<file path="config.mk">
export PLATFORM = sky130hd
export DESIGN_NAME = pe_sched_ctrl
export DESIGN_NICKNAME = d
export VERILOG_FILES = /design/src/rtl/pe_sched_ctrl_pkg.sv /design/src/rtl/pe_sched_scan_cnt.sv /design/src/rtl/pe_sched_ctrl.sv
export SDC_FILE = /design/constraint.sdc
export NUM_CORES = 1
export LEC_CHECK = 0
export ABC_AREA = 1
export CAP_MARGIN = 20
export CORE_ASPECT_RATIO = 1.2
export CORE_MARGIN = 4
export CORE_UTILIZATION = 53
export CTS_CLUSTER_SIZE = 16
export DETAILED_ROUTE_END_ITERATION = 16
export GPL_TIMING_DRIVEN = 0
export PLACE_DENSITY = 0.76
export SLEW_MARGIN = 20
export SYNTH_ARGS = -nofsm -noshare
export SYNTH_HDL_FRONTEND = slang
export SYNTH_HIERARCHICAL = 1
export SYNTH_SLANG_ARGS = --single-unit
</file>
<file path="constraint.sdc">
create_clock -name clk -period 4.8 [get_ports clk]
set_clock_uncertainty 0.15 [all_clocks]
set_input_delay 0.48 -clock clk [delete_from_list [all_inputs] [get_ports clk]]
set_output_delay 0.48 -clock clk [all_outputs]
set_load 0.005 [all_outputs]
</file>
<file path="src/rtl/pe_sched_ctrl_pkg.sv">
// Shared widths, filter-load size and FSM encoding for the PE scheduling controller.
package pe_sched_ctrl_pkg;

    localparam int unsigned W_SIZE       = 9;
    localparam int unsigned W_CHANNEL    = 9;
    localparam int unsigned W_FRAME_SIZE = 20;
    localparam int unsigned W_DELAY      = 12;
    localparam int unsigned Tin          = 4;

    // Shortest hsync window that still lets the PE engine reload Tin filter words.
    localparam logic [W_DELAY-1:0] GAP_MIN = W_DELAY'(Tin + 1);

    typedef enum logic [1:0] {
        ST_IDLE  = 2'd0,
        ST_HSYNC = 2'd1,
        ST_DATA  = 2'd2,
        ST_FEND  = 2'd3
    } state_t;

endpackage

</file>
<file path="src/rtl/pe_sched_scan_cnt.sv">
// Nested scan position counter: columns inner, channel tile middle, rows outer.
module pe_sched_scan_cnt
    import pe_sched_ctrl_pkg::*;
(
    input  logic                 clk,
    input  logic                 rstn,
    input  logic                 clr,
    input  logic                 en,
    input  logic [W_SIZE-1:0]    cfg_width,
    input  logic [W_SIZE-1:0]    cfg_height,
    input  logic [W_CHANNEL-1:0] cfg_channel,
    output logic [W_SIZE-1:0]    row,
    output logic [W_SIZE-1:0]    col,
    output logic [W_CHANNEL-1:0] chn,
    output logic                 last_col,
    output logic                 last_all
);

    logic last_chn;
    logic last_row;

    assign last_col = (col == cfg_width - W_SIZE'(1));
    assign last_chn = (chn == cfg_channel - W_CHANNEL'(1));
    assign last_row = (row == cfg_height - W_SIZE'(1));
    assign last_all = last_col & last_chn & last_row;

    always_ff @(posedge clk or negedge rstn) begin
        if (!rstn) begin
            row <= '0;
            col <= '0;
            chn <= '0;
        end else if (clr) begin
            row <= '0;
            col <= '0;
            chn <= '0;
        end else if (en) begin
            if (!last_col) begin
                col <= col + W_SIZE'(1);
            end else begin
                col <= '0;
                if (!last_chn) begin
                    chn <= chn + W_CHANNEL'(1);
                end else begin
                    chn <= '0;
                    row <= last_row ? '0 : row + W_SIZE'(1);
                end
            end
        end
    end

endmodule

</file>
<file path="src/rtl/pe_sched_ctrl.sv">
// Sequencer driving the PE engine controller inputs for one tiled convolution pass.
module pe_sched_ctrl
    import pe_sched_ctrl_pkg::*;
(
    input  logic                    clk,
    input  logic                    rstn,
    input  logic                    i_start,
    input  logic [W_SIZE-1:0]       q_width,
    input  logic [W_SIZE-1:0]       q_height,
    input  logic [W_SIZE-1:0]       q_channel,
    input  logic [W_DELAY-1:0]      q_hsync_gap,
    input  logic                    i_ifm_rdy,
    output logic                    c_ctrl_data_run,
    output logic                    c_ctrl_hsync_run,
    output logic [W_SIZE-1:0]       c_row,
    output logic [W_SIZE-1:0]       c_col,
    output logic [W_CHANNEL-1:0]    c_chn,
    output logic [W_FRAME_SIZE-1:0] c_data_count,
    output logic                    c_end_frame,
    output logic                    c_is_first_row,
    output logic                    c_is_last_row,
    output logic                    c_is_first_col,
    output logic                    c_is_last_col,
    output logic                    o_busy,
    output logic                    o_done
);

    state_t                  state_q, state_d;
    logic [W_SIZE-1:0]       cfg_w, cfg_h;
    logic [W_CHANNEL-1:0]    cfg_c;
    logic [W_DELAY-1:0]      cfg_gap, gap_cnt, gap_g;
    logic [W_FRAME_SIZE-1:0] beat_cnt;
    logic                    row_end_q, frame_end_q;
    logic                    load_cfg, issue, zero_dim;
    logic [W_SIZE-1:0]       scan_row, scan_col;
    logic [W_CHANNEL-1:0]    scan_chn;
    logic                    scan_last_col, scan_last_all;

    assign gap_g    = (q_hsync_gap > GAP_MIN) ? q_hsync_gap : GAP_MIN;
    assign zero_dim = (q_width == '0) || (q_height == '0) || (q_channel == '0);

    pe_sched_scan_cnt u_scan (
        .clk         (clk),
        .rstn        (rstn),
        .clr         (load_cfg),
        .en          (issue),
        .cfg_width   (cfg_w),
        .cfg_height  (cfg_h),
        .cfg_channel (cfg_c),
        .row         (scan_row),
        .col         (scan_col),
        .chn         (scan_chn),
        .last_col    (scan_last_col),
        .last_all    (scan_last_all)
    );

    // Outputs are registered from the next state, so a beat issued at an edge
    // (i_ifm_rdy sampled there) is presented in the following cycle; row_end_q
    // and frame_end_q remember what the currently presented beat closed.
    always_comb begin
        state_d  = state_q;
        issue    = 1'b0;
        load_cfg = 1'b0;
        case (state_q)
            ST_IDLE: begin
                if (i_start) begin
                    load_cfg = 1'b1;
                    state_d  = zero_dim ? ST_FEND : ST_HSYNC;
                end
            end
            ST_HSYNC: begin
                if (gap_cnt == W_DELAY'(1)) begin
                    state_d = ST_DATA;
                    issue   = i_ifm_rdy;
                end
            end
            ST_DATA: begin
                if (frame_end_q) begin
                    state_d = ST_FEND;
                end else if (row_end_q) begin
                    state_d = ST_HSYNC;
                end else begin
                    issue = i_ifm_rdy;
                end
            end
            ST_FEND: begin
                state_d = ST_IDLE;
            end
            default: begin
                state_d = ST_IDLE;
            end
        endcase
    end

    always_ff @(posedge clk or negedge rstn) begin
        if (!rstn) begin
            state_q     <= ST_IDLE;
            cfg_w       <= '0;
            cfg_h       <= '0;
            cfg_c       <= '0;
            cfg_gap     <= '0;
            gap_cnt     <= '0;
            beat_cnt    <= '0;
            row_end_q   <= 1'b0;
            frame_end_q <= 1'b0;
        end else begin
            state_q     <= state_d;
            row_end_q   <= issue & scan_last_col;
            frame_end_q <= issue & scan_last_all;
            if (load_cfg) begin
                cfg_w    <= q_width;
                cfg_h    <= q_height;
                cfg_c    <= W_CHANNEL'(q_channel);
                cfg_gap  <= gap_g;
                beat_cnt <= '0;
            end else if (issue) begin
                beat_cnt <= beat_cnt + W_FRAME_SIZE'(1);
            end
            if (state_d == ST_HSYNC && state_q != ST_HSYNC) begin
                gap_cnt <= load_cfg ? gap_g : cfg_gap;
            end else if (state_q == ST_HSYNC) begin
                gap_cnt <= gap_cnt - W_DELAY'(1);
            end
        end
    end

    always_ff @(posedge clk or negedge rstn) begin
        if (!rstn) begin
            c_ctrl_data_run  <= 1'b0;
            c_ctrl_hsync_run <= 1'b0;
            c_row            <= '0;
            c_col            <= '0;
            c_chn            <= '0;
            c_data_count     <= '0;
            c_end_frame      <= 1'b0;
            c_is_first_row   <= 1'b0;
            c_is_last_row    <= 1'b0;
            c_is_first_col   <= 1'b0;
            c_is_last_col    <= 1'b0;
            o_busy           <= 1'b0;
            o_done           <= 1'b0;
        end else begin
            c_ctrl_data_run  <= issue;
            c_ctrl_hsync_run <= (state_d == ST_HSYNC);
            c_end_frame      <= (state_d == ST_FEND);
            o_done           <= (state_d == ST_FEND);
            o_busy           <= (state_d != ST_IDLE);
            if (issue) begin
                c_row          <= scan_row;
                c_col          <= scan_col;
                c_chn          <= scan_chn;
                c_data_count   <= beat_cnt;
                c_is_first_row <= (scan_row == '0);
                c_is_last_row  <= (scan_row == cfg_h - W_SIZE'(1));
                c_is_first_col <= (scan_col == '0);
                c_is_last_col  <= scan_last_col;
            end
        end
    end

endmodule

</file>
---- Yosys cells after proc, flatten, opt, wreduce, memory -nomap -nowiden ----
Index checks and enable logic that the tools add are counted.
word-level totals
  register bits after elaboration ......... 157
  bits of input ports ..................... 43
  word-level logic and storage cells ...... 93
cells by class
  add/subtract/negate cells ............... 8
  $lt $le $gt $ge ......................... 1
  equality and inequality tests ........... 10
  mux-type cells .......................... 30
  bitwise operators ....................... 4
  reduce and logical (&&, ||, !) cells .... 16
operators by type and width
  operator                                                                           number
  9-bit two-way mux                                                                  12
  12-bit two-way mux                                                                 4
  9-bit zero test                                                                    5
  20-bit two-way mux                                                                 2
  9-bit by 1-bit adder with 9-bit output (second input constant)                     3
  9-bit == test                                                                      3
  9-bit by 1-bit subtractor with 9-bit output (second input constant)                3
  20-bit by 1-bit adder with 20-bit output (second input constant)                   1
  12-bit by 1-bit == test with 1-bit output (second input constant)                  1
  12-bit by 3-bit greater-than comparator with 1-bit output (second input constant)  1
  12-bit by 1-bit subtractor with 12-bit output (second input constant)              1
  2-bit two-way mux                                                                  5
  2-bit nonzero test                                                                 5
  2-bit case mux with 4 select lines                                                 1
  2-bit == test (second input constant)                                              3
  1-bit two-way mux                                                                  5
  1-bit bitwise AND                                                                  4
  2-bit by 1-bit == test with 1-bit output (second input constant)                   2
  3-bit AND reduction                                                                1
  2-bit zero test                                                                    1
  1-bit logical OR                                                                   2
  2-bit by 1-bit inequality test with 1-bit output (second input constant)           1
  1-bit case mux with 2 select lines                                                 1
  2-bit AND reduction                                                                1
  1-bit logical AND                                                                  1

---- Longest topological paths before layout ----
  depth after elaboration ................. 9
  mapped depth ............................ 16
  gate-level depth less buffers ........... 15

---- Modules after synthesis ----
Netlist, hierarchy kept.
modules (own cells, without submodules)
  module             instances  cells each  area each (um^2)
  pe_sched_ctrl      1          777         6283.5
  pe_sched_scan_cnt  1          428         2622.5

---- Least setup slack after synthesis ----
Ideal clock, no wire load.
  path kind ............................... reg2reg
  start ................................... reg state_q[0]
  end ..................................... reg u_scan.row[0]
  library setup time ...................... 0.117 ns
  data arrival time ....................... 2.320 ns
  path slack .............................. 2.213 ns
  cell stages (with the launch flop) ...... 15
  path buffers ............................ 2
  period minus slack after synthesis ...... 2.587 ns
  path through ............................ dfrtp_1 > inv_1 > ha_1 > nand2_1 > or2_2 > nand2_2 > nand2_4 > clkinv_2 > buf_2 > nor2_1 > inv_1 > clkbuf_1 > nand3_2 > nand2_1 > nand2_1
on the way
  cells in the longest elaborated chain, start to end .. 4
  elaborated cells on any way between the ends .. 10
  classes of those cells .................. eq/ne (2); mux (3); reduce/logical (5)
RTL lines
  item                                                                       RTL line                 source
  start, declared                                                            pe_sched_ctrl.sv:28      state_t state_q, state_d;
  start signal, assigned                                                     pe_sched_ctrl.sv:107     state_q <= state_d;
  2-bit == test or 2-bit by 1-bit == test with 1-bit output (tied branches)  pe_sched_ctrl.sv:64      case (state_q)
  1-bit case mux with 2 select lines *                                       pe_sched_ctrl.sv:64
  named net issue                                                            pe_sched_ctrl.sv:34      logic load_cfg, issue, zero_dim;
  2-bit nonzero test (no line) *                                             n/a
  3-bit AND reduction (no line) *                                            n/a
  end signal, assigned                                                       pe_sched_scan_cnt.sv:45  row <= last_row ? '0 : row + W_SIZE'(1);
  end, declared                                                              pe_sched_scan_cnt.sv:12  output logic [W_SIZE-1:0] row,
Mark *: on every way through the listed nets, which the timed path passes. The rest lies on a longest branch.
A chain may end at the register's enable or synchronous reset.

---- Worst setup path in the final report ----
  start ................................... reg state_q[0]
  end ..................................... reg u_scan.row[4]
on the way
  cells in the longest elaborated chain, start to end .. 4
  elaborated cells on any way between the ends .. 10
  classes of those cells .................. eq/ne (2); mux (3); reduce/logical (5)
RTL lines
  item                           RTL line
  2-bit zero test *              pe_sched_ctrl.sv:64
  1-bit two-way mux *            pe_sched_ctrl.sv:64
  named net load_cfg             pe_sched_ctrl.sv:34
  2-bit nonzero test (no line)   n/a
  3-bit AND reduction (no line)  n/a
Marked as above.

==> results.json <==
{
  "required_ps": 4960,
  "clock.fmax_mhz": 296,
  "post_cts_buffers": 0,
  "synth_edf_count": 0,
  "post_cts_resized": 0,
  "drtIter0Drc": 563,
  "antenna_found_initial": 0,
  "synth-seq-cells": 157,
  "htreeDepth": 4,
  "wl_um": 22400,
  "cts_tree": "yes",
  "synth_area_leaders": "dfrtp_1 44%, nand2_1 17%, inv_1 6.4%",
  "ir_worst_vdd_mv": 0.349,
  "synth_ff_type": "dfrtp_1",
  "hold_violations": 0,
  "synthesis.area_mm2": 0.00891,
  "worstSetupEndpointType": "flip-flop",
  "synth_top_area_share_pct": 44.1,
  "drive_above_1_share_pct": 6.65,
  "core_mm2": 0.0163,
  "rr_worst_depth": 12,
  "synth_fa_ha_area_share_pct": 1.97,
  "drc": 0,
  "synth_simple_gate_area_share_pct": 31.8,
  "synthXorXnorAreaFrac_pct": 5.96,
  "synth-compound-area-share_pct": 7.49,
  "setup_ws_ps": 1430,
  "nets": 1382,
  "grt_max_degree": 78,
  "syn_nets": 1262,
  "pre_cts_slack_ps": 1210,
  "grt_pass1_vias": 7997,
  "hold_class": "reg -> reg",
  "cp.arrival_ps": 3540,
  "io_pins": 99,
  "period_needed_ps": 3370,
  "first_pass_iters": 5,
  "grt.overflow.total": 0,
  "path_clk_slew_ps": 60,
  "io_buffers": 98,
  "diodes": 0,
  "ys.warnings.count": 6,
  "status": "complete, no violations",
  "path_class": "reg -> reg",
  "leakage_nw": 5.37,
  "cts_sinks": 157,
  "areaGrowthSynthToFinish_pct": 21.4,
  "clockBufferDepth": 2,
  "final_antenna_net_count": 0,
  "via_count": 8125,
  "cts_buffers": 17,
  "grt_setup_unrepaired": "no",
  "synth.distinct_cells": 46,
  "setup-violations-final": 0,
  "syn_area_per_cell_um2": 7.39,
  "max-cap-violations": 0,
  "powerDensity_mw_per_mm2": 544,
  "clockRootBuffer": "clkbuf_16",
  "synth_commonest_cells": "404 x nand2_1, 157 x dfrtp_1, 152 x inv_1, 109 x nor2_1, 81 x nand3_1",
  "synth_most_common_cell": "nand2_1",
  "cts_hold_buf": 1,
  "grt.total_usage_pct": 24.4,
  "routed_via_density": 5.24,
  "wire_per_inst_um": 14.5,
  "grt_pass1_wl_um": 37500,
  "slew_violations": 0,
  "final_util_pct": 66.2,
  "hold_path_depth": 2,
  "tightest_slew_ps": 677,
  "gp_congestion": 0.896,
  "clock_latency_ps": 430,
  "num_rows": 51,
  "ys_seq_area_share_pct": 44.1,
  "die_w_um": 126,
  "setup_tns_ps": 0,
  "hpwl_um": 16300,
  "slew_headroom_pct": 54.9,
  "synth_top_area_cell": "dfrtp_1",
  "fp.dieH_um": 150,
  "synthArstFlopShare_pct": 100,
  "post-route-period-util_pct": 70.3,
  "synth_top_family_by_area": "simple AND/OR/NAND/NOR gates",
  "die_area_mm2": 0.0190,
  "critPathMaxFanout": 13,
  "startpoint_type": "flip-flop",
  "synthCells": 1205,
  "initial_core_util_pct": 54.5,
  "synth_mux_area_share_pct": 0
}
registers in the layout, summed over array words and instances (netlist names), 2 cells and up:
register / flops
beat_cnt: 20
c_data_count: 20
cfg_gap: 12
gap_cnt: 12
c_chn: 9
c_col: 9
c_row: 9
cfg_c: 9
cfg_h: 9
cfg_w: 9
u_scan/chn: 9
u_scan/col: 9
u_scan/row: 9
state_q: 2
worst paths after layout:
kind	start	end	slack (ps)
hold / removal	c_chn[2]	c_chn[2]	330
hold reg to reg	c_chn[2]	c_chn[2]	330
setup / recovery	state_q[0]	u_scan/row[4]	1430
setup reg to reg	state_q[0]	u_scan/row[4]	1430
max in group asynchronous	rstn	beat_cnt[5]	3240
min in group asynchronous	rstn	u_scan/chn[0]	340
per-layer routing:
metal  routed length [µm]  share of wire, %  vias up  track usage [%]
li1                     -                 -     4025                -
met1                 9820                44     3770             31.5
met2                10800                48      281             41.2
met3                 1230               5.5       49             4.64
met4                  511               2.3        0             8.96
met5                    0                 0        -                0
worst max-delay path, cell delays in order, from the launching register on:
cell,delay (ps)
dfrtp_1,400
inv_1,140
ha_1,160
nand2_1,180
inv_1,130
buf_2,280
buf_1,530
nor2_1,220
inv_1,210
clkbuf_1,370
nand3_2,280
nand2_1,130
nand2_1,60
cell families after synthesis:
group	count (synthesis)
AND/OR/NAND/NOR	667
AO/OA/AOI/OAI	117
buffers and inverters	191
adder cells (fa/ha/maj)	14
flip-flops	157
XOR/XNOR	59
cell usage in the layout (no fill, tap or decap), types with 4 or more instances in the layout:
cell type        netlist  routed
dfrtp_1              157     157
o21ai_1               21      21
buf_6                  4       4
a21oi_1               15      15
clkbuf_16              0      17
nor4_1                 4       4
o21bai_2               4       4
nand4_1               19      19
o21ai_0               63      63
clkinv_2               1       4
or2_2                  4       4
nand3b_1               4       4
nor2_2                 6       6
xnor2_1               14      14
nor2_1               109     109
clkbuf_1              13      17
nand3_2                5       5
xor2_1                44      44
nand3_1               81      81
nor3_1                16      16
buf_2                 12      12
inv_1                152     152
o31ai_1                5       5
ha_1                  14      14
nand2_1              404     404
clkdlybuf4s50_1        0      97
through the flow:
| step | hold slack, ps | cell area, µm² | std cells | total power, mW |
|---|---|---|---|---|
| after floorplan | 34.4 | 8910 | 1205 | 3.73 |
| final | 325 | 10800 | 1550 | 5.89 |
| after global placement | 300 | 10200 | 1515 | 4.43 |
| after global routing | 348 | 10800 | 1550 | 6.38 |
| after CTS | 330 | 10800 | 1550 | 5.90 |
| after detailed placement | 197 | 10200 | 1517 | 4.50 |
report_power, final:
group / switching [mW] / leakage (nW) / internal, mW
Combinational: 1.52 / 3.00 / 0.983
Sequential: 0.344 / 2.08 / 1.67
Clock: 0.537 / 0.288 / 0.832
layout make-up:
cell class,count,area (µm²)
buffer,35,183
clock buffer,22,454
clock inverter,10,139
fill,1471,5520
inverter,156,589
multi-input combinational,857,4210
sequential,157,3930
tap,212,265
timing repair buffer,101,1050
(Power assumes the default switching activity.)
